`src/rtl/obi_wishbone_bridge_if.sv`:
```
// obi_wishbone_bridge_if
//
// Bundles both sides of the OBI-to-Wishbone bridge into one interface:
// the core-facing OBI request/grant/rvalid port and the Wishbone classic
// master port.
//
// Modports:
//   slave  - the bridge's view. It is the OBI slave of the core and drives
//            gnt/rvalid/rdata/err plus every wb_* master output.
//   master - the environment's view: the core issuing OBI requests together
//            with the Wishbone slave returning data/ack/err.
//
// Signals (names keep the bridge-side direction suffixes):
//   req_i, addr_i, we_i, be_i, wdata_i   OBI request from the core
//   gnt_o                                OBI grant (combinational)
//   rvalid_o, rdata_o, err_o             OBI response, qualified by rvalid_o
//   wb_cyc_o, wb_stb_o, wb_we_o,
//   wb_addr_o, wb_sel_o, wb_data_o       Wishbone master outputs
//   wb_data_i, wb_ack_i, wb_err_i        Wishbone slave response
interface obi_wishbone_bridge_if #(
   parameter int ADDR_WIDTH = 32,
   parameter int DATA_WIDTH = 32
);

   localparam int SEL_WIDTH = DATA_WIDTH / 8;

   logic                  req_i;
   logic                  gnt_o;
   logic [ADDR_WIDTH-1:0] addr_i;
   logic                  we_i;
   logic [SEL_WIDTH-1:0]  be_i;
   logic [DATA_WIDTH-1:0] wdata_i;
   logic                  rvalid_o;
   logic [DATA_WIDTH-1:0] rdata_o;
   logic                  err_o;

   logic                  wb_cyc_o;
   logic                  wb_stb_o;
   logic                  wb_we_o;
   logic [ADDR_WIDTH-1:0] wb_addr_o;
   logic [SEL_WIDTH-1:0]  wb_sel_o;
   logic [DATA_WIDTH-1:0] wb_data_o;
   logic [DATA_WIDTH-1:0] wb_data_i;
   logic                  wb_ack_i;
   logic                  wb_err_i;

   modport slave (
      input  req_i, addr_i, we_i, be_i, wdata_i,
      input  wb_data_i, wb_ack_i, wb_err_i,
      output gnt_o, rvalid_o, rdata_o, err_o,
      output wb_cyc_o, wb_stb_o, wb_we_o, wb_addr_o, wb_sel_o, wb_data_o
   );

   modport master (
      output req_i, addr_i, we_i, be_i, wdata_i,
      output wb_data_i, wb_ack_i, wb_err_i,
      input  gnt_o, rvalid_o, rdata_o, err_o,
      input  wb_cyc_o, wb_stb_o, wb_we_o, wb_addr_o, wb_sel_o, wb_data_o
   );

endinterface

```
`src/rtl/obi_wishbone_bridge.sv`:
```
// obi_wishbone_bridge
//
// Turns the core's OBI request/grant/rvalid memory port into a Wishbone
// classic master with exactly one transaction in flight. Every accepted
// request, read or write, gets a single-cycle rvalid response. A bus cycle
// that sees neither ack nor err for TIMEOUT_CYCLES cycles is ended locally
// and reported to the core as an error.
//
// Parameters:
//   ADDR_WIDTH      address width on both sides
//   DATA_WIDTH      data width; byte selects are DATA_WIDTH/8 wide
//   TIMEOUT_CYCLES  cycles to wait for ack/err before giving up (0 = never)
//
// Ports:
//   clk    clock, rising edge
//   rst_n  asynchronous active-low reset
//   bus    obi_wishbone_bridge_if.slave (OBI port + Wishbone master port)
module obi_wishbone_bridge #(
   parameter int ADDR_WIDTH     = 32,
   parameter int DATA_WIDTH     = 32,
   parameter int TIMEOUT_CYCLES = 1024
) (
   input  logic                   clk,
   input  logic                   rst_n,
   obi_wishbone_bridge_if.slave   bus
);

   localparam int SEL_WIDTH = DATA_WIDTH / 8;

   // The counter only has to reach TIMEOUT_CYCLES-1, but it is sized for
   // TIMEOUT_CYCLES so the saturation point never sits on the threshold.
   localparam int CNT_WIDTH = (TIMEOUT_CYCLES == 0) ? 1 : $clog2(TIMEOUT_CYCLES + 1);
   localparam int unsigned THRESH_INT = (TIMEOUT_CYCLES == 0) ? 0 : TIMEOUT_CYCLES - 1;
   localparam logic [CNT_WIDTH-1:0] THRESH  = CNT_WIDTH'(THRESH_INT);
   localparam logic [CNT_WIDTH-1:0] CNT_MAX = '1;
   localparam logic TIMEOUT_EN = (TIMEOUT_CYCLES != 0);

   typedef enum logic [1:0] {
      IDLE = 2'd0,
      BUS  = 2'd1,
      RESP = 2'd2
   } state_t;

   state_t                state;
   logic [CNT_WIDTH-1:0]  wait_cnt;

   logic                  wb_cyc_q;
   logic                  wb_we_q;
   logic [ADDR_WIDTH-1:0] wb_addr_q;
   logic [SEL_WIDTH-1:0]  wb_sel_q;
   logic [DATA_WIDTH-1:0] wb_data_q;
   logic                  rvalid_q;
   logic [DATA_WIDTH-1:0] rdata_q;
   logic                  err_q;

   logic                  can_accept;
   logic                  accept;
   logic                  bus_done;
   logic                  timeout_hit;

   // A new request can be taken whenever no Wishbone cycle is running. That
   // includes RESP, which is what lets a zero-wait slave sustain one request
   // every two cycles. The grant is purely combinational on req_i.
   assign can_accept  = (state == IDLE) || (state == RESP);
   assign accept      = can_accept && bus.req_i;
   assign bus_done    = bus.wb_ack_i || bus.wb_err_i;
   assign timeout_hit = TIMEOUT_EN && (wait_cnt == THRESH);

   assign bus.gnt_o     = accept;
   assign bus.wb_cyc_o  = wb_cyc_q;
   assign bus.wb_stb_o  = wb_cyc_q;
   assign bus.wb_we_o   = wb_we_q;
   assign bus.wb_addr_o = wb_addr_q;
   assign bus.wb_sel_o  = wb_sel_q;
   assign bus.wb_data_o = wb_data_q;
   assign bus.rvalid_o  = rvalid_q;
   assign bus.rdata_o   = rdata_q;
   assign bus.err_o     = err_q;

   // Single state machine holding every registered output.
   // The request fields are captured straight into the Wishbone output
   // registers at acceptance and then left alone until the next acceptance.
   // In BUS an ack or err finishes the cycle. err takes priority over ack,
   // and an ack in the same cycle as the timeout threshold still counts as
   // a normal completion. rdata is only loaded for an error-free read; any
   // other response returns zero. rvalid is raised on the way into RESP,
   // so it is high for exactly the one cycle spent there. rdata/err keep
   // their last value afterwards. The wait counter saturates and never
   // wraps, which keeps a disabled timeout (TIMEOUT_CYCLES = 0) harmless.
   always_ff @(posedge clk or negedge rst_n) begin
      if (!rst_n) begin
         state     <= IDLE;
         wait_cnt  <= '0;
         wb_cyc_q  <= 1'b0;
         wb_we_q   <= 1'b0;
         wb_addr_q <= '0;
         wb_sel_q  <= '0;
         wb_data_q <= '0;
         rvalid_q  <= 1'b0;
         rdata_q   <= '0;
         err_q     <= 1'b0;
      end else begin
         rvalid_q <= 1'b0;
         case (state)
            IDLE, RESP: begin
               if (accept) begin
                  wb_cyc_q  <= 1'b1;
                  wb_we_q   <= bus.we_i;
                  wb_addr_q <= bus.addr_i;
                  wb_sel_q  <= bus.be_i;
                  wb_data_q <= bus.wdata_i;
                  wait_cnt  <= '0;
                  state     <= BUS;
               end else begin
                  state <= IDLE;
               end
            end
            BUS: begin
               if (bus_done) begin
                  wb_cyc_q <= 1'b0;
                  rvalid_q <= 1'b1;
                  err_q    <= bus.wb_err_i;
                  if (!wb_we_q && !bus.wb_err_i) begin
                     rdata_q <= bus.wb_data_i;
                  end else begin
                     rdata_q <= '0;
                  end
                  state <= RESP;
               end else if (timeout_hit) begin
                  wb_cyc_q <= 1'b0;
                  rvalid_q <= 1'b1;
                  err_q    <= 1'b1;
                  rdata_q  <= '0;
                  state    <= RESP;
               end else if (wait_cnt != CNT_MAX) begin
                  wait_cnt <= wait_cnt + CNT_WIDTH'(1);
               end
            end
            default: begin
               wb_cyc_q <= 1'b0;
               state    <= IDLE;
            end
         endcase
      end
   end

endmodule
```
`src/flat_wrapper.sv`:
```
// flat-port wrapper written by rule: the top's interface ports become plain ports
module obi_wishbone_bridge_flat 
#(
   parameter int ADDR_WIDTH     = 32,
   parameter int DATA_WIDTH     = 32,
   parameter int TIMEOUT_CYCLES = 1024
)
  (clk, rst_n, bus_req_i, bus_addr_i, bus_we_i, bus_be_i, bus_wdata_i, bus_wb_data_i, bus_wb_ack_i, bus_wb_err_i, bus_gnt_o, bus_rvalid_o, bus_rdata_o, bus_err_o, bus_wb_cyc_o, bus_wb_stb_o, bus_wb_we_o, bus_wb_addr_o, bus_wb_sel_o, bus_wb_data_o);
  obi_wishbone_bridge_if #(.ADDR_WIDTH(ADDR_WIDTH), .DATA_WIDTH(DATA_WIDTH)) bus_i ();
  input  logic clk;
  input  logic rst_n;
  input wire logic [$bits(bus_i.req_i)-1:0] bus_req_i;
  input wire logic [$bits(bus_i.addr_i)-1:0] bus_addr_i;
  input wire logic [$bits(bus_i.we_i)-1:0] bus_we_i;
  input wire logic [$bits(bus_i.be_i)-1:0] bus_be_i;
  input wire logic [$bits(bus_i.wdata_i)-1:0] bus_wdata_i;
  input wire logic [$bits(bus_i.wb_data_i)-1:0] bus_wb_data_i;
  input wire logic [$bits(bus_i.wb_ack_i)-1:0] bus_wb_ack_i;
  input wire logic [$bits(bus_i.wb_err_i)-1:0] bus_wb_err_i;
  output wire logic [$bits(bus_i.gnt_o)-1:0] bus_gnt_o;
  output wire logic [$bits(bus_i.rvalid_o)-1:0] bus_rvalid_o;
  output wire logic [$bits(bus_i.rdata_o)-1:0] bus_rdata_o;
  output wire logic [$bits(bus_i.err_o)-1:0] bus_err_o;
  output wire logic [$bits(bus_i.wb_cyc_o)-1:0] bus_wb_cyc_o;
  output wire logic [$bits(bus_i.wb_stb_o)-1:0] bus_wb_stb_o;
  output wire logic [$bits(bus_i.wb_we_o)-1:0] bus_wb_we_o;
  output wire logic [$bits(bus_i.wb_addr_o)-1:0] bus_wb_addr_o;
  output wire logic [$bits(bus_i.wb_sel_o)-1:0] bus_wb_sel_o;
  output wire logic [$bits(bus_i.wb_data_o)-1:0] bus_wb_data_o;
  assign bus_i.req_i = bus_req_i;
  assign bus_i.addr_i = bus_addr_i;
  assign bus_i.we_i = bus_we_i;
  assign bus_i.be_i = bus_be_i;
  assign bus_i.wdata_i = bus_wdata_i;
  assign bus_i.wb_data_i = bus_wb_data_i;
  assign bus_i.wb_ack_i = bus_wb_ack_i;
  assign bus_i.wb_err_i = bus_wb_err_i;
  assign bus_gnt_o = bus_i.gnt_o;
  assign bus_rvalid_o = bus_i.rvalid_o;
  assign bus_rdata_o = bus_i.rdata_o;
  assign bus_err_o = bus_i.err_o;
  assign bus_wb_cyc_o = bus_i.wb_cyc_o;
  assign bus_wb_stb_o = bus_i.wb_stb_o;
  assign bus_wb_we_o = bus_i.wb_we_o;
  assign bus_wb_addr_o = bus_i.wb_addr_o;
  assign bus_wb_sel_o = bus_i.wb_sel_o;
  assign bus_wb_data_o = bus_i.wb_data_o;
  obi_wishbone_bridge #(.ADDR_WIDTH(ADDR_WIDTH), .DATA_WIDTH(DATA_WIDTH), .TIMEOUT_CYCLES(TIMEOUT_CYCLES)) u_core (.clk(clk), .rst_n(rst_n), .bus(bus_i));
endmodule
```
`config.mk`:
```
export PLATFORM = sky130hd
export DESIGN_NAME = obi_wishbone_bridge_flat
export DESIGN_NICKNAME = d
export VERILOG_FILES = /design/src/rtl/obi_wishbone_bridge_if.sv /design/src/rtl/obi_wishbone_bridge.sv /design/src/flat_wrapper.sv
export SDC_FILE = /design/constraint.sdc
export NUM_CORES = 1
export LEC_CHECK = 0
export ABC_AREA = 1
export CORE_MARGIN = 4
export CORE_UTILIZATION = 45
export CTS_CLUSTER_DIAMETER = 50
export DETAILED_ROUTE_END_ITERATION = 12
export MAX_ROUTING_LAYER = met4
export PLACE_DENSITY = 0.83
export SLEW_MARGIN = 40
export SYNTH_ARGS = -nofsm -noshare
export SYNTH_HDL_FRONTEND = slang
export SYNTH_SLANG_ARGS = --single-unit
```
`constraint.sdc`:
```
create_clock -name clk -period 3.9 [get_ports clk]
set_input_delay 0.975 -clock clk [delete_from_list [all_inputs] [get_ports clk]]
set_output_delay 0.975 -clock clk [all_outputs]
set_load 0.02 [all_outputs]
```
==> results of run 1 <==
-- per-stage QoR --
stage / power, mW / util, % / setup WS, ns / cells / hold WS (ns)
after floorplan: 1.93 / - / 1.21 / 546 / 0.467
after global placement: 2.45 / 67.6 / 0.742 / 873 / 0.454
after detailed placement: 2.47 / 67.6 / 0.733 / 873 / 0.459
after CTS: 3.88 / 72.8 / 0.726 / 902 / 0.472
after global routing: 4.04 / 72.8 / 0.713 / 902 / 0.496
final: 3.84 / 72.8 / 0.733 / 902 / 0.468
-- synth_stat cells, drive strengths merged --
cell,n,area share [%]
o21ai,44,5.0
o21bai,1,0.16
nand3b,2,0.32
ha,1,0.26
xor2,1,0.18
or2,1,0.13
clkbuf,17,1.3
a21o,1,0.16
nor2,16,1.6
xnor2,1,0.18
inv,13,1.0
nand2,310,25
nand3,11,1.2
nand4,1,0.13
dfrtp,117,62
buf,9,1.7
-- flip-flops by register name (all words and copies together), names as in the netlist, 2 cells and up --
signal	flops
u_core.bus.wb_data_o	32
u_core.state	2
u_core.bus.rdata_o	32
u_core.bus.wb_addr_o	32
u_core.wait_cnt	11
u_core.bus.wb_sel_o	4
-- logic make-up (layout without fill, tap and decap cells) --
kind of cell,count (synthesis),count (layout),synth area share [%]
AOI/OAI and AO/OA,46,46,5.28
buffers and inverters,39,259,4.04
adders and majority gates,1,1,0.264
DFF,117,117,61.7
xor gates and xnor gates,2,2,0.369
and+or+nand+nor,341,341,28.3
-- worst min path at each step --
| stage | start | end | slack, ns | depth (start not counted) |
|---|---|---|---|---|
| 5_1_grt | u_core.bus.wb_addr_o[15] | u_core.bus.wb_addr_o[15] | 0.50 | 2 |
| 3_5_place_dp | u_core.bus.wb_data_o[15] | u_core.bus.wb_data_o[15] | 0.46 | 2 |
| 3_3_place_gp | u_core.bus.wb_sel_o[0] | u_core.bus.wb_sel_o[0] | 0.45 | 2 |
| 6_report | u_core.bus.wb_addr_o[6] | u_core.bus.wb_addr_o[6] | 0.47 | 2 |
| 2_1_floorplan | u_core.wait_cnt[1] | u_core.wait_cnt[1] | 0.47 | 2 |
| 4_1_cts | u_core.bus.wb_addr_o[6] | u_core.bus.wb_addr_o[6] | 0.47 | 2 |
-- layout by cell type (no fill, tap or decap) --
master,synthesis,final
sky130_fd_sc_hd__inv_2,1,1
sky130_fd_sc_hd__o21bai_1,1,1
sky130_fd_sc_hd__clkdlybuf4s50_1,0,210
sky130_fd_sc_hd__bufinv_16,0,1
sky130_fd_sc_hd__nand3b_1,2,2
sky130_fd_sc_hd__nand4_1,1,1
sky130_fd_sc_hd__dfrtp_1,117,117
sky130_fd_sc_hd__a21o_1,1,1
sky130_fd_sc_hd__xnor2_1,1,1
sky130_fd_sc_hd__clkbuf_16,0,16
sky130_fd_sc_hd__nor2_1,14,12
sky130_fd_sc_hd__buf_4,1,6
sky130_fd_sc_hd__nand2_4,2,2
sky130_fd_sc_hd__nand2_1,305,305
sky130_fd_sc_hd__clkbuf_1,17,3
sky130_fd_sc_hd__nand3_1,11,11
sky130_fd_sc_hd__nor2_4,2,3
sky130_fd_sc_hd__o21ai_0,6,6
sky130_fd_sc_hd__buf_12,0,1
sky130_fd_sc_hd__ha_1,1,1
sky130_fd_sc_hd__o21ai_2,4,4
sky130_fd_sc_hd__clkbuf_8,0,5
sky130_fd_sc_hd__nand2_2,3,3
sky130_fd_sc_hd__o21ai_1,34,34
sky130_fd_sc_hd__nor2_2,0,1
sky130_fd_sc_hd__clkinv_2,0,4
sky130_fd_sc_hd__or2_2,1,1
sky130_fd_sc_hd__xor2_1,1,1
sky130_fd_sc_hd__inv_1,12,12
-- routing by layer --
| metal | up-vias | global-route usage (%) | wire length [µm] | share of wire (%) |
|---|---|---|---|---|
| met3 | 17 | 11.3 | 1250 | 9.2 |
| li1 | 2103 | - | - | - |
| met1 | 2034 | 26.7 | 5400 | 40 |
| met5 | - | - | 0 | 0 |
| met4 | 0 | 7.06 | 201 | 1.5 |
| met2 | 189 | 37.5 | 6760 | 50 |
-- worst register-to-register path, stage by stage (launching register included) --
cell and delay, ns:
sky130_fd_sc_hd__dfrtp_1 0.46, sky130_fd_sc_hd__ha_1 0.24, sky130_fd_sc_hd__nand2_1 0.08, sky130_fd_sc_hd__nor2_1 0.19, sky130_fd_sc_hd__nand3_1 0.15, sky130_fd_sc_hd__nand2_2 0.13, sky130_fd_sc_hd__nand2_4 0.21, sky130_fd_sc_hd__buf_4 0.34
sky130_fd_sc_hd__nand2_1 0.12, sky130_fd_sc_hd__o21ai_1 0.07
-- power by group --
part	internal (mW)	switching (mW)
combinational	0.452	0.516
clock	0.895	0.495
sequential	1.38	0.0998
total	2.73	1.11
-- final cells by class --
type | count | share of cell area [%]
timing repair buffer | 217 | 29.0
tap | 136 | 2.28
sequential | 117 | 39.2
clock buffer | 24 | 6.42
clock inverter | 5 | 0.669
inverter | 13 | 0.653
multi-input combinational | 390 | 21.9
==> insert_results.sql, run 1 <==
INSERT INTO impl_metrics (metric_group, metric, value, unit) VALUES
('status', 'run_status', 'completed', ''),
('worst_setup_path', 'cp_bufs_invs', '3', ''),
('worst_setup_path', 'crit_path_cell_trace', 'clkdlybuf4s50_1, inv_1, nor2_4, clkdlybuf4s50_1', ''),
('final_layout', 'antennaDiodeCount', '0', ''),
('worst_setup_path', 'worstPathMaxFanout', '2', ''),
('clocking', 'htree_levels', '4', ''),
('global_route', 'grt_pass1_vias', '4524', ''),
('yosys', 'synthesis.area_per_instance', '8.69', 'µm²'),
('worst_setup_path', 'worstSetupStartpointType', 'input pin', ''),
('global_route', 'grt_util_all_layers', '23.6', '%'),
('final_layout', 'ff_latch_area', '2930', 'µm²'),
('detailed_routing', 'first_pass_iteration_count_of_the_detailed_router', '5', ''),
('detailed_routing', 'post_drt_wl_per_cell', '15.1', 'µm'),
('global_route', 'grt_pass1_wl', '22300', 'µm'),
('final_layout', 'num-nets-final', '863', ''),
('worst_setup_path', 'crit_top_cell', 'sky130_fd_sc_hd__clkdlybuf4s50_1', ''),
('clocking', 'cts_hold_repair.buffers', '0', ''),
('worst_setup_path', 'critPathCapture', 'bus_gnt_o', ''),
('timing', 'max_freq', '316', 'MHz'),
('worst_setup_path', 'r2r_end', 'u_core.bus.rdata_o[11]', ''),
('timing', 'fin_crit_sh', '81.2', '%'),
('timing', 'max_transition_viols_final', '0', ''),
('detailed_routing', 'antenna_violating_nets_post_route', '0', ''),
('yosys', 'syn_area', '4740', 'µm²'),
('yosys', 'synth_sequential_area_ratio', '61.7', '%'),
('clocking', 'cts.path.max_buffers', '2', ''),
('die', 'design.core.area', '10300', 'µm²'),
('global_route', 'number_of_antenna_violations_at_the_first_check_in_global_routing', '0', ''),
('clocking', 'numCtsBuffers', '17', ''),
('yosys', 'synth_cells', '546', ''),
('die', 'die-width', '111', 'µm'),
('placed_design', 'numPortBuffers', '211', ''),
('timing', 'grt_setup_unrepaired', 'false', ''),
('die', 'start_util', '46.2', '%'),
('worst_setup_path', 'crit_cells', '4', ''),
('detailed_routing', 'post_drt_via_cell_ratio', '4.81', ''),
('yosys', 'mappedNetlistNets', '653', ''),
('yosys', 'yosysUniqueCellTypes', '24', ''),
('final_layout', 'final_design_area_no_fill', '7480', 'µm²'),
('worst_setup_path', 'reg2reg_depth', '9', ''),
('detailed_routing', 'drtIter0Drc', '235', ''),
('die', 'fp.dieArea', '12200', 'µm²'),
('clocking', 'root_buffer', 'sky130_fd_sc_hd__clkbuf_8', ''),
('power_and_ir_drop', 'vdd_ir_drop_max', '0.000287', 'V'),
('timing', 'fin_setup_tns', '0', 'ns'),
('worst_setup_path', 'r2r_setup_slack', '1.79', 'ns'),
('worst_setup_path', 'worst-endpoint-required', '2.92', 'ns'),
('placed_design', 'detailed_place_hpwl', '9750', 'µm'),
('worst_setup_path', 'slowest_stage', 'sky130_fd_sc_hd__clkdlybuf4s50_1', ''),
('clocking', 'clkSinkCount', '117', ''),
('detailed_routing', 'dr_total_vias', '4343', ''),
('flow_run', 'max-cap-violations', '0', ''),
('min_path', 'hp-class', 'reg2reg', ''),
('yosys', 'yosysWarningCount', '0', ''),
('power_and_ir_drop', 'p_per_area', '513', 'nW/µm²'),
('worst_setup_path', 'cp_slowest_stage_delay', '0.61', 'ns'),
('global_route', 'globalRoute.totalOverflow', '0', ''),
('clocking', 'tritoncts_clock_tree', 'built', ''),
('timing', 'worst_slew_pin_slew', '0.695', 'ns'),
('worst_setup_path', 'setup.worst_path.class', 'in2out', ''),
('worst_setup_path', 'crit_start', 'bus_req_i', ''),
('timing', 'relSlewSlack', '53.6', '%'),
('global_route', 'grt_max_degree', '71', ''),
('final_layout', 'nFillCells', '747', ''),
('placed_design', 'place_congestion', '0.875', ''),
('clocking', 'clkTransAtPathRegs', '0.05', 'ns'),
('timing', 'finClkSkew', '0.0101', 'ns'),
('worst_setup_path', 'reg2reg_from', 'u_core.wait_cnt[0]', ''),
('clocking', 'cts_post_setup_buffers_inserted', '0', ''),
('die', 'die_height', '111', 'µm'),
('final_layout', 'syn2layout_area_growth', '57.7', '%');
Note: power is estimated with default switching activity, not from simulation.
==> run 2, diff against run 1 <==
--- a/config.mk
+++ b/config.mk
@@ -7,11 +7,11 @@
 export LEC_CHECK = 0
 export ABC_AREA = 1
 export CORE_MARGIN = 4
-export CORE_UTILIZATION = 45
+export CORE_UTILIZATION = 42
 export CTS_CLUSTER_DIAMETER = 50
 export DETAILED_ROUTE_END_ITERATION = 12
 export MAX_ROUTING_LAYER = met4
-export PLACE_DENSITY = 0.83
+export PLACE_DENSITY = 0.79
 export SLEW_MARGIN = 40
 export SYNTH_ARGS = -nofsm -noshare
 export SYNTH_HDL_FRONTEND = slang
==> constraint.sdc (replaced) <==
create_clock -name clk -period 3 [get_ports clk]
set_input_delay 0.75 -clock clk [delete_from_list [all_inputs] [get_ports clk]]
set_output_delay 0.75 -clock clk [all_outputs]
set_load 0.02 [all_outputs]
==> insert_results.sql, run 2 (same netlist as run 1, synthesis figures left out) <==
INSERT INTO impl_metrics (metric_group, metric, value, unit) VALUES
('clocking', 'clkSinkCount', '117', ''),
('placed_design', 'placedInstanceArea', '6980', 'µm²'),
('final_layout', 'final_design_area_no_fill', '7550', 'µm²'),
('placed_design', 'numPortBuffers', '211', ''),
('detailed_routing', 'post_drt_via_cell_ratio', '4.75', ''),
('power_and_ir_drop', 'leakagePower', '3.50', 'nW'),
('timing', 'grt_setup_unrepaired', 'false', ''),
('global_route', 'grt_pass1_vias', '4577', ''),
('detailed_routing', 'routed_wl', '13400', 'µm'),
('worst_setup_path', 'worstSetupStartpointType', 'input pin', ''),
('worst_setup_path', 'slowest_stage', 'sky130_fd_sc_hd__clkdlybuf4s50_1', ''),
('clocking', 'numCtsBuffers', '17', ''),
('worst_setup_path', 'critical-path-top-delay-family', 'buffers and inverters', ''),
('timing', 'finalSetupViolCount', '0', ''),
('timing', 'hold_viol', '0', ''),
('detailed_routing', 'drtIter0Drc', '165', ''),
('final_layout', 'mostFrequentLayoutCell', 'sky130_fd_sc_hd__nand2_1', ''),
('die', 'start_util', '43.4', '%'),
('worst_setup_path', 'worst-endpoint-required', '2.25', 'ns'),
('clocking', 'htree_levels', '4', ''),
('timing', 'relSlewSlack', '53.9', '%'),
('clocking', 'tritoncts_clock_tree', 'built', ''),
('clocking', 'cts_post_setup_buffers_inserted', '0', ''),
('worst_setup_path', 'cp_slowest_stage_delay', '0.65', 'ns'),
('min_path', 'hp-class', 'in2async', ''),
('timing', 'final_period_minus_worst_setup_slack', '2.74', 'ns'),
('placed_design', 'dp_worst_setup_slack', '0.258', 'ns'),
('die', 'die_height', '114', 'µm'),
('worst_setup_path', 'reg2reg_from', 'u_core.state[0]', ''),
('final_layout', 'num-nets-final', '863', ''),
('global_route', 'grt_util_all_layers', '22.4', '%'),
('power_and_ir_drop', 'p_per_area', '679', 'nW/µm²'),
('power_and_ir_drop', 'vdd_ir_drop_max', '0.000400', 'V'),
('detailed_routing', 'dr_total_vias', '4318', ''),
('worst_setup_path', 'worstPathMaxFanout', '2', ''),
('worst_setup_path', 'reg2reg_depth', '7', ''),
('power_and_ir_drop', 'fin_total_pwr', '5.13', 'mW'),
('placed_design', 'place_congestion', '0.853', ''),
('worst_setup_path', 'r2r_end', 'u_core.wait_cnt[6]', ''),
('timing', 'fin_crit_sh', '91.4', '%'),
('timing', 'fin_setup_tns', '0', 'ns'),
('detailed_routing', 'post_drt_wl_per_cell', '14.8', 'µm'),
('final_layout', 'drive_gt1_share', '6.89', '%'),
('timing', 'worst_slew_pin_slew', '0.691', 'ns'),
('clocking', 'worstSkewPairLatency', '0.41', 'ns'),
('detailed_routing', 'antenna_violating_nets_post_route', '0', ''),
('global_route', 'grt_pass1_wl', '21900', 'µm'),
('die', 'top_ports', '212', ''),
('status', 'run_status', 'completed', ''),
('timing', 'finalWorstSetupSlack', '0.257', 'ns'),
('global_route', 'grt_max_degree', '71', ''),
('detailed_routing', 'remaining_drc_errors', '0', ''),
('clocking', 'cts.path.max_buffers', '2', ''),
('worst_setup_path', 'r2r_setup_slack', '1.13', 'ns'),
('global_route', 'globalRoute.totalOverflow', '0', ''),
('timing', 'max_transition_viols_final', '0', ''),
('placed_design', 'detailed_place_hpwl', '9550', 'µm'),
('placed_design', 'placed_cells_incl_taps', '877', ''),
('clocking', 'cts_hold_repair.buffers', '0', ''),
('worst_setup_path', 'crit_top_cell', 'sky130_fd_sc_hd__clkdlybuf4s50_1', ''),
('clocking', 'clkTransAtPathRegs', '0.05', 'ns'),
('final_layout', 'layout.cells.most_common_list', 'sky130_fd_sc_hd__nand2_1, sky130_fd_sc_hd__clkdlybuf4s50_1, sky130_fd_sc_hd__dfrtp_1', ''),
('worst_setup_path', 'critPathCaptureType', 'output pin', ''),
('die', 'design.core.area', '10900', 'µm²'),
('final_layout', 'syn2layout_area_growth', '59.3', '%'),
('worst_setup_path', 'setup.worst_path.class', 'in2out', ''),
('worst_setup_path', 'cp_bufs_invs', '3', ''),
('flow_run', 'max-cap-violations', '0', ''),
('global_route', 'number_of_antenna_violations_at_the_first_check_in_global_routing', '0', ''),
('clocking', 'root_buffer', 'sky130_fd_sc_hd__clkbuf_16', ''),
('clocking', 'cts_resized', '0', ''),
('final_layout', 'stdcell_count', '909', ''),
('die', 'fp.dieArea', '13100', 'µm²'),
('timing', 'max_freq', '365', 'MHz'),
('timing', 'finClkSkew', '0.00721', 'ns'),
('worst_setup_path', 'crit_path_cell_trace', 'clkdlybuf4s50_1, inv_1, nor2_4, clkdlybuf4s50_1', ''),
('die', 'die-width', '114', 'µm'),
('detailed_routing', 'first_pass_iteration_count_of_the_detailed_router', '4', ''),
('die', 'core.rowCount', '38', ''),
('final_layout', 'antennaDiodeCount', '0', ''),
('worst_setup_path', 'critical_path_arrival', '1.99', 'ns');
-- run 2: changes by cell type in the layout (fill, tap and decap cells not counted), sizes merged --
cell      previous run  this run
clkinvlp             0         6
clkinv               4         5
bufinv               1         2
clkbuf              24        19
-- run 2: area by class of cell --
class                      instances  area, µm²
timing repair buffer             217       2190
fill                             846       3380
tap                              140        175
clock buffer                      19        443
multi-input combinational        390       1630
inverter                          13       48.8
clock inverter                    13        134
sequential                       117       2930
-- run 2: power breakdown --
group          internal, mW  leakage, nW  total [mW]  switching, mW
clock                  1.24        0.267        1.95          0.711
combinational         0.594         1.74        1.26          0.667
sequential             1.80         1.50        1.92          0.130
total                  3.62         3.50        5.13           1.51
-- run 2: layer usage --
layer / track usage (%) / wire length [µm]
met1: 25.1 / 5380
met2: 35.1 / 6470
met3: 9.94 / 1240
met4: 8.87 / 350
met5: - / 0
-- run 2: worst max-delay path by stage --
stage                          from        end  slack (ns)  cells after the start
after global routing      bus_req_i  bus_gnt_o        0.20                      4
after global placement    bus_req_i  bus_gnt_o        0.24                      4
after detailed placement  bus_req_i  bus_gnt_o        0.26                      4
final                     bus_req_i  bus_gnt_o        0.26                      4
after CTS                 bus_req_i  bus_gnt_o        0.24                      4
after floorplan           bus_req_i  bus_gnt_o        0.76                      3
-- run 2: stage by stage --
stage	utilization (%)	hold slack, ns
floorplan	-	0.454
global placement	63.8	0.453
detailed placement	63.8	0.460
CTS	69.1	0.342
global route	69.1	0.367
finish	69.1	0.326
==> run 3, diff against run 2 <==
--- a/config.mk
+++ b/config.mk
@@ -12,6 +12,7 @@
 export DETAILED_ROUTE_END_ITERATION = 12
 export MAX_ROUTING_LAYER = met4
 export PLACE_DENSITY = 0.79
+export REMOVE_ABC_BUFFERS = 1
 export SLEW_MARGIN = 40
 export SYNTH_ARGS = -nofsm -noshare
 export SYNTH_HDL_FRONTEND = slang
==> insert_results.sql, run 3 (same netlist as run 1, synthesis figures left out) <==
INSERT INTO impl_metrics (metric_group, metric, value, unit) VALUES
('status', 'run_status', 'completed', ''),
('timing', 'hold_viol', '0', ''),
('worst_setup_path', 'worst-endpoint-required', '2.25', 'ns'),
('clocking', 'tritoncts_clock_tree', 'built', ''),
('worst_setup_path', 'worstSetupStartpointType', 'input pin', ''),
('timing', 'fin_setup_tns', '0', 'ns'),
('global_route', 'grt_pass1_wl', '21600', 'µm'),
('detailed_routing', 'drtIter0Drc', '279', ''),
('final_layout', 'drive_gt1_share', '7.38', '%'),
('detailed_routing', 'routed_wl', '13400', 'µm'),
('timing', 'max_transition_viols_final', '0', ''),
('min_path', 'hp-class', 'in2async', ''),
('final_layout', 'nFillCells', '814', ''),
('detailed_routing', 'post_drt_wl_per_cell', '14.7', 'µm'),
('global_route', 'groute.layer.met3.usage', '5.18', '%'),
('final_layout', 'ff_latch_area', '2930', 'µm²'),
('clocking', 'root_buffer', 'sky130_fd_sc_hd__clkbuf_16', ''),
('timing', 'finalSetupViolCount', '0', ''),
('global_route', 'globalRoute.totalOverflow', '0', ''),
('clocking', 'cts_hold_repair.buffers', '0', ''),
('global_route', 'number_of_antenna_violations_at_the_first_check_in_global_routing', '1', ''),
('global_route', 'globalRouteMet2Util', '35.9', '%'),
('clocking', 'cts_post_setup_buffers_inserted', '0', ''),
('timing', 'worst_slew_pin_slew', '0.508', 'ns'),
('clocking', 'cts_resized', '0', ''),
('clocking', 'htree_levels', '4', ''),
('placed_design', 'place_congestion', '0.881', ''),
('die', 'die-width', '114', 'µm'),
('timing', 'finalWorstSetupSlack', '0.189', 'ns'),
('global_route', 'grt_pass1_vias', '4386', ''),
('global_route', 'globalRouteMet1Util', '25.6', '%'),
('timing', 'max_freq', '356', 'MHz'),
('detailed_routing', 'dr_total_vias', '4326', ''),
('timing', 'fin_crit_sh', '93.7', '%'),
('power_and_ir_drop', 'vdd_ir_drop_max', '0.000354', 'V'),
('detailed_routing', 'first_pass_iteration_count_of_the_detailed_router', '5', ''),
('final_layout', 'mostFrequentLayoutCell', 'sky130_fd_sc_hd__nand2_1', ''),
('worst_setup_path', 'setup.worst_path.class', 'in2out', ''),
('placed_design', 'detailed_place_hpwl', '9820', 'µm'),
('die', 'fp.dieArea', '13100', 'µm²'),
('die', 'die_height', '114', 'µm'),
('final_layout', 'multi_input_area', '1630', 'µm²'),
('worst_setup_path', 'critPathCaptureType', 'output pin', ''),
('die', 'top_ports', '212', ''),
('timing', 'relSlewSlack', '66.1', '%'),
('detailed_routing', 'post_drt_via_cell_ratio', '4.74', ''),
('die', 'start_util', '43.4', '%'),
('clocking', 'worstSkewPairLatency', '0.40', 'ns'),
('timing', 'final_period_minus_worst_setup_slack', '2.81', 'ns'),
('clocking', 'clkTransAtPathRegs', '0.06', 'ns'),
('final_layout', 'layout.cells.most_common_list', 'sky130_fd_sc_hd__nand2_1, sky130_fd_sc_hd__clkdlybuf4s50_1, sky130_fd_sc_hd__dfrtp_1', ''),
('detailed_routing', 'antenna_violating_nets_post_route', '0', ''),
('die', 'design.core.area', '10900', 'µm²'),
('global_route', 'grt_busiest_layer', 'met2', ''),
('placed_design', 'dp_worst_setup_slack', '0.181', 'ns'),
('flow_run', 'max-cap-violations', '0', ''),
('timing', 'finClkSkew', '0.00786', 'ns'),
('timing', 'grt_setup_unrepaired', 'false', ''),
('timing', 'worst_hold_slack', '0.316', 'ns'),
('clocking', 'clkSinkCount', '117', ''),
('power_and_ir_drop', 'leakagePower', '3.52', 'nW'),
('clocking', 'cts.path.max_buffers', '2', ''),
('worst_setup_path', 'critical_path_arrival', '2.06', 'ns'),
('placed_design', 'placed_cells_incl_taps', '880', ''),
('power_and_ir_drop', 'p_per_area', '680', 'nW/µm²'),
('final_layout', 'stdcell_count', '913', ''),
('global_route', 'grt_util_all_layers', '21.8', '%'),
('die', 'core.rowCount', '38', ''),
('placed_design', 'numPortBuffers', '211', ''),
('final_layout', 'syn2layout_area_growth', '59.9', '%'),
('detailed_routing', 'remaining_drc_errors', '0', ''),
('power_and_ir_drop', 'fin_total_pwr', '5.15', 'mW'),
('final_layout', 'num-nets-final', '866', ''),
('worst_setup_path', 'worstPathMaxFanout', '2', ''),
('global_route', 'grt_max_degree', '66', ''),
('clocking', 'numCtsBuffers', '17', '');
-- run 3: cell types whose count changed in the layout (fill, tap and decap cells not counted) --
cell	before	now
sky130_fd_sc_hd__buf_12	3	2
sky130_fd_sc_hd__buf_4	4	8
sky130_fd_sc_hd__clkbuf_1	1	0
sky130_fd_sc_hd__clkinv_2	4	2
sky130_fd_sc_hd__clkinv_4	1	4
sky130_fd_sc_hd__clkinvlp_4	6	4
sky130_fd_sc_hd__diode_2	0	1
sky130_fd_sc_hd__inv_6	0	2
-- run 3: path summary, 6_finish.rpt --
check	startpoint	to	slack, ns	cells past startpoint
min in group clk	u_core.bus.wb_data_o[26]	u_core.bus.wb_data_o[26]	0.47	2
worst min register to register	u_core.bus.wb_data_o[26]	u_core.bus.wb_data_o[26]	0.47	2
worst min-delay path	rst_n	u_core.bus.wb_data_o[25]	0.32	1
worst max-delay path	bus_req_i	bus_gnt_o	0.19	4
max in group asynchronous	rst_n	u_core.bus.rdata_o[16]	1.96	2
worst max register to register	u_core.wait_cnt[0]	u_core.bus.rdata_o[6]	1.03	9
-- run 3: area by class of cell --
| cell class | instances | share of cell area, % |
|---|---|---|
| Antenna cell | 1 | 0.0330 |
| Clock buffer | 18 | 5.79 |
| Clock inverter | 14 | 2.01 |
| Inverter | 13 | 0.644 |
| Multi-Input combinational cell | 390 | 21.6 |
| Sequential cell | 117 | 38.6 |
| Tap cell | 140 | 2.31 |
| Timing Repair Buffer | 220 | 29.0 |
-- run 3: worst max-delay path, cell delays in order --
cell                              delay [ns]
sky130_fd_sc_hd__clkdlybuf4s50_1        0.46
sky130_fd_sc_hd__inv_1                  0.07
sky130_fd_sc_hd__nor2_4                 0.14
sky130_fd_sc_hd__clkdlybuf4s50_1        0.63
-- run 3: metrics by stage --
| stage | util, % | instance area (µm²) |
|---|---|---|
| 2_1_floorplan | - | 4600 |
| 3_3_place_gp | 63.9 | 6990 |
| 3_5_place_dp | 63.9 | 6990 |
| 4_1_cts | 69.3 | 7580 |
| 5_1_grt | 69.3 | 7580 |
| 6_report | 69.3 | 7580 |
-- run 3: metal layers --
| layer | vias up | routed length (µm) | part of all wire [%] |
|---|---|---|---|
| li1 | 2118 | - | - |
| met4 | 0 | 310 | 2.3 |
| met5 | - | 0 | 0 |
| met2 | 153 | 6980 | 52 |
| met1 | 2033 | 5300 | 39 |
| met3 | 22 | 841 | 6.3 |
-- run 3: report_power, final --
| part | switching (mW) | internal, mW | leakage [nW] | total, mW |
|---|---|---|---|---|
| Combinational | 0.672 | 0.593 | 1.74 | 1.27 |
| Clock | 0.718 | 1.25 | 0.279 | 1.97 |
| Sequential | 0.127 | 1.80 | 1.50 | 1.92 |
| Total | 1.52 | 3.64 | 3.52 | 5.15 |
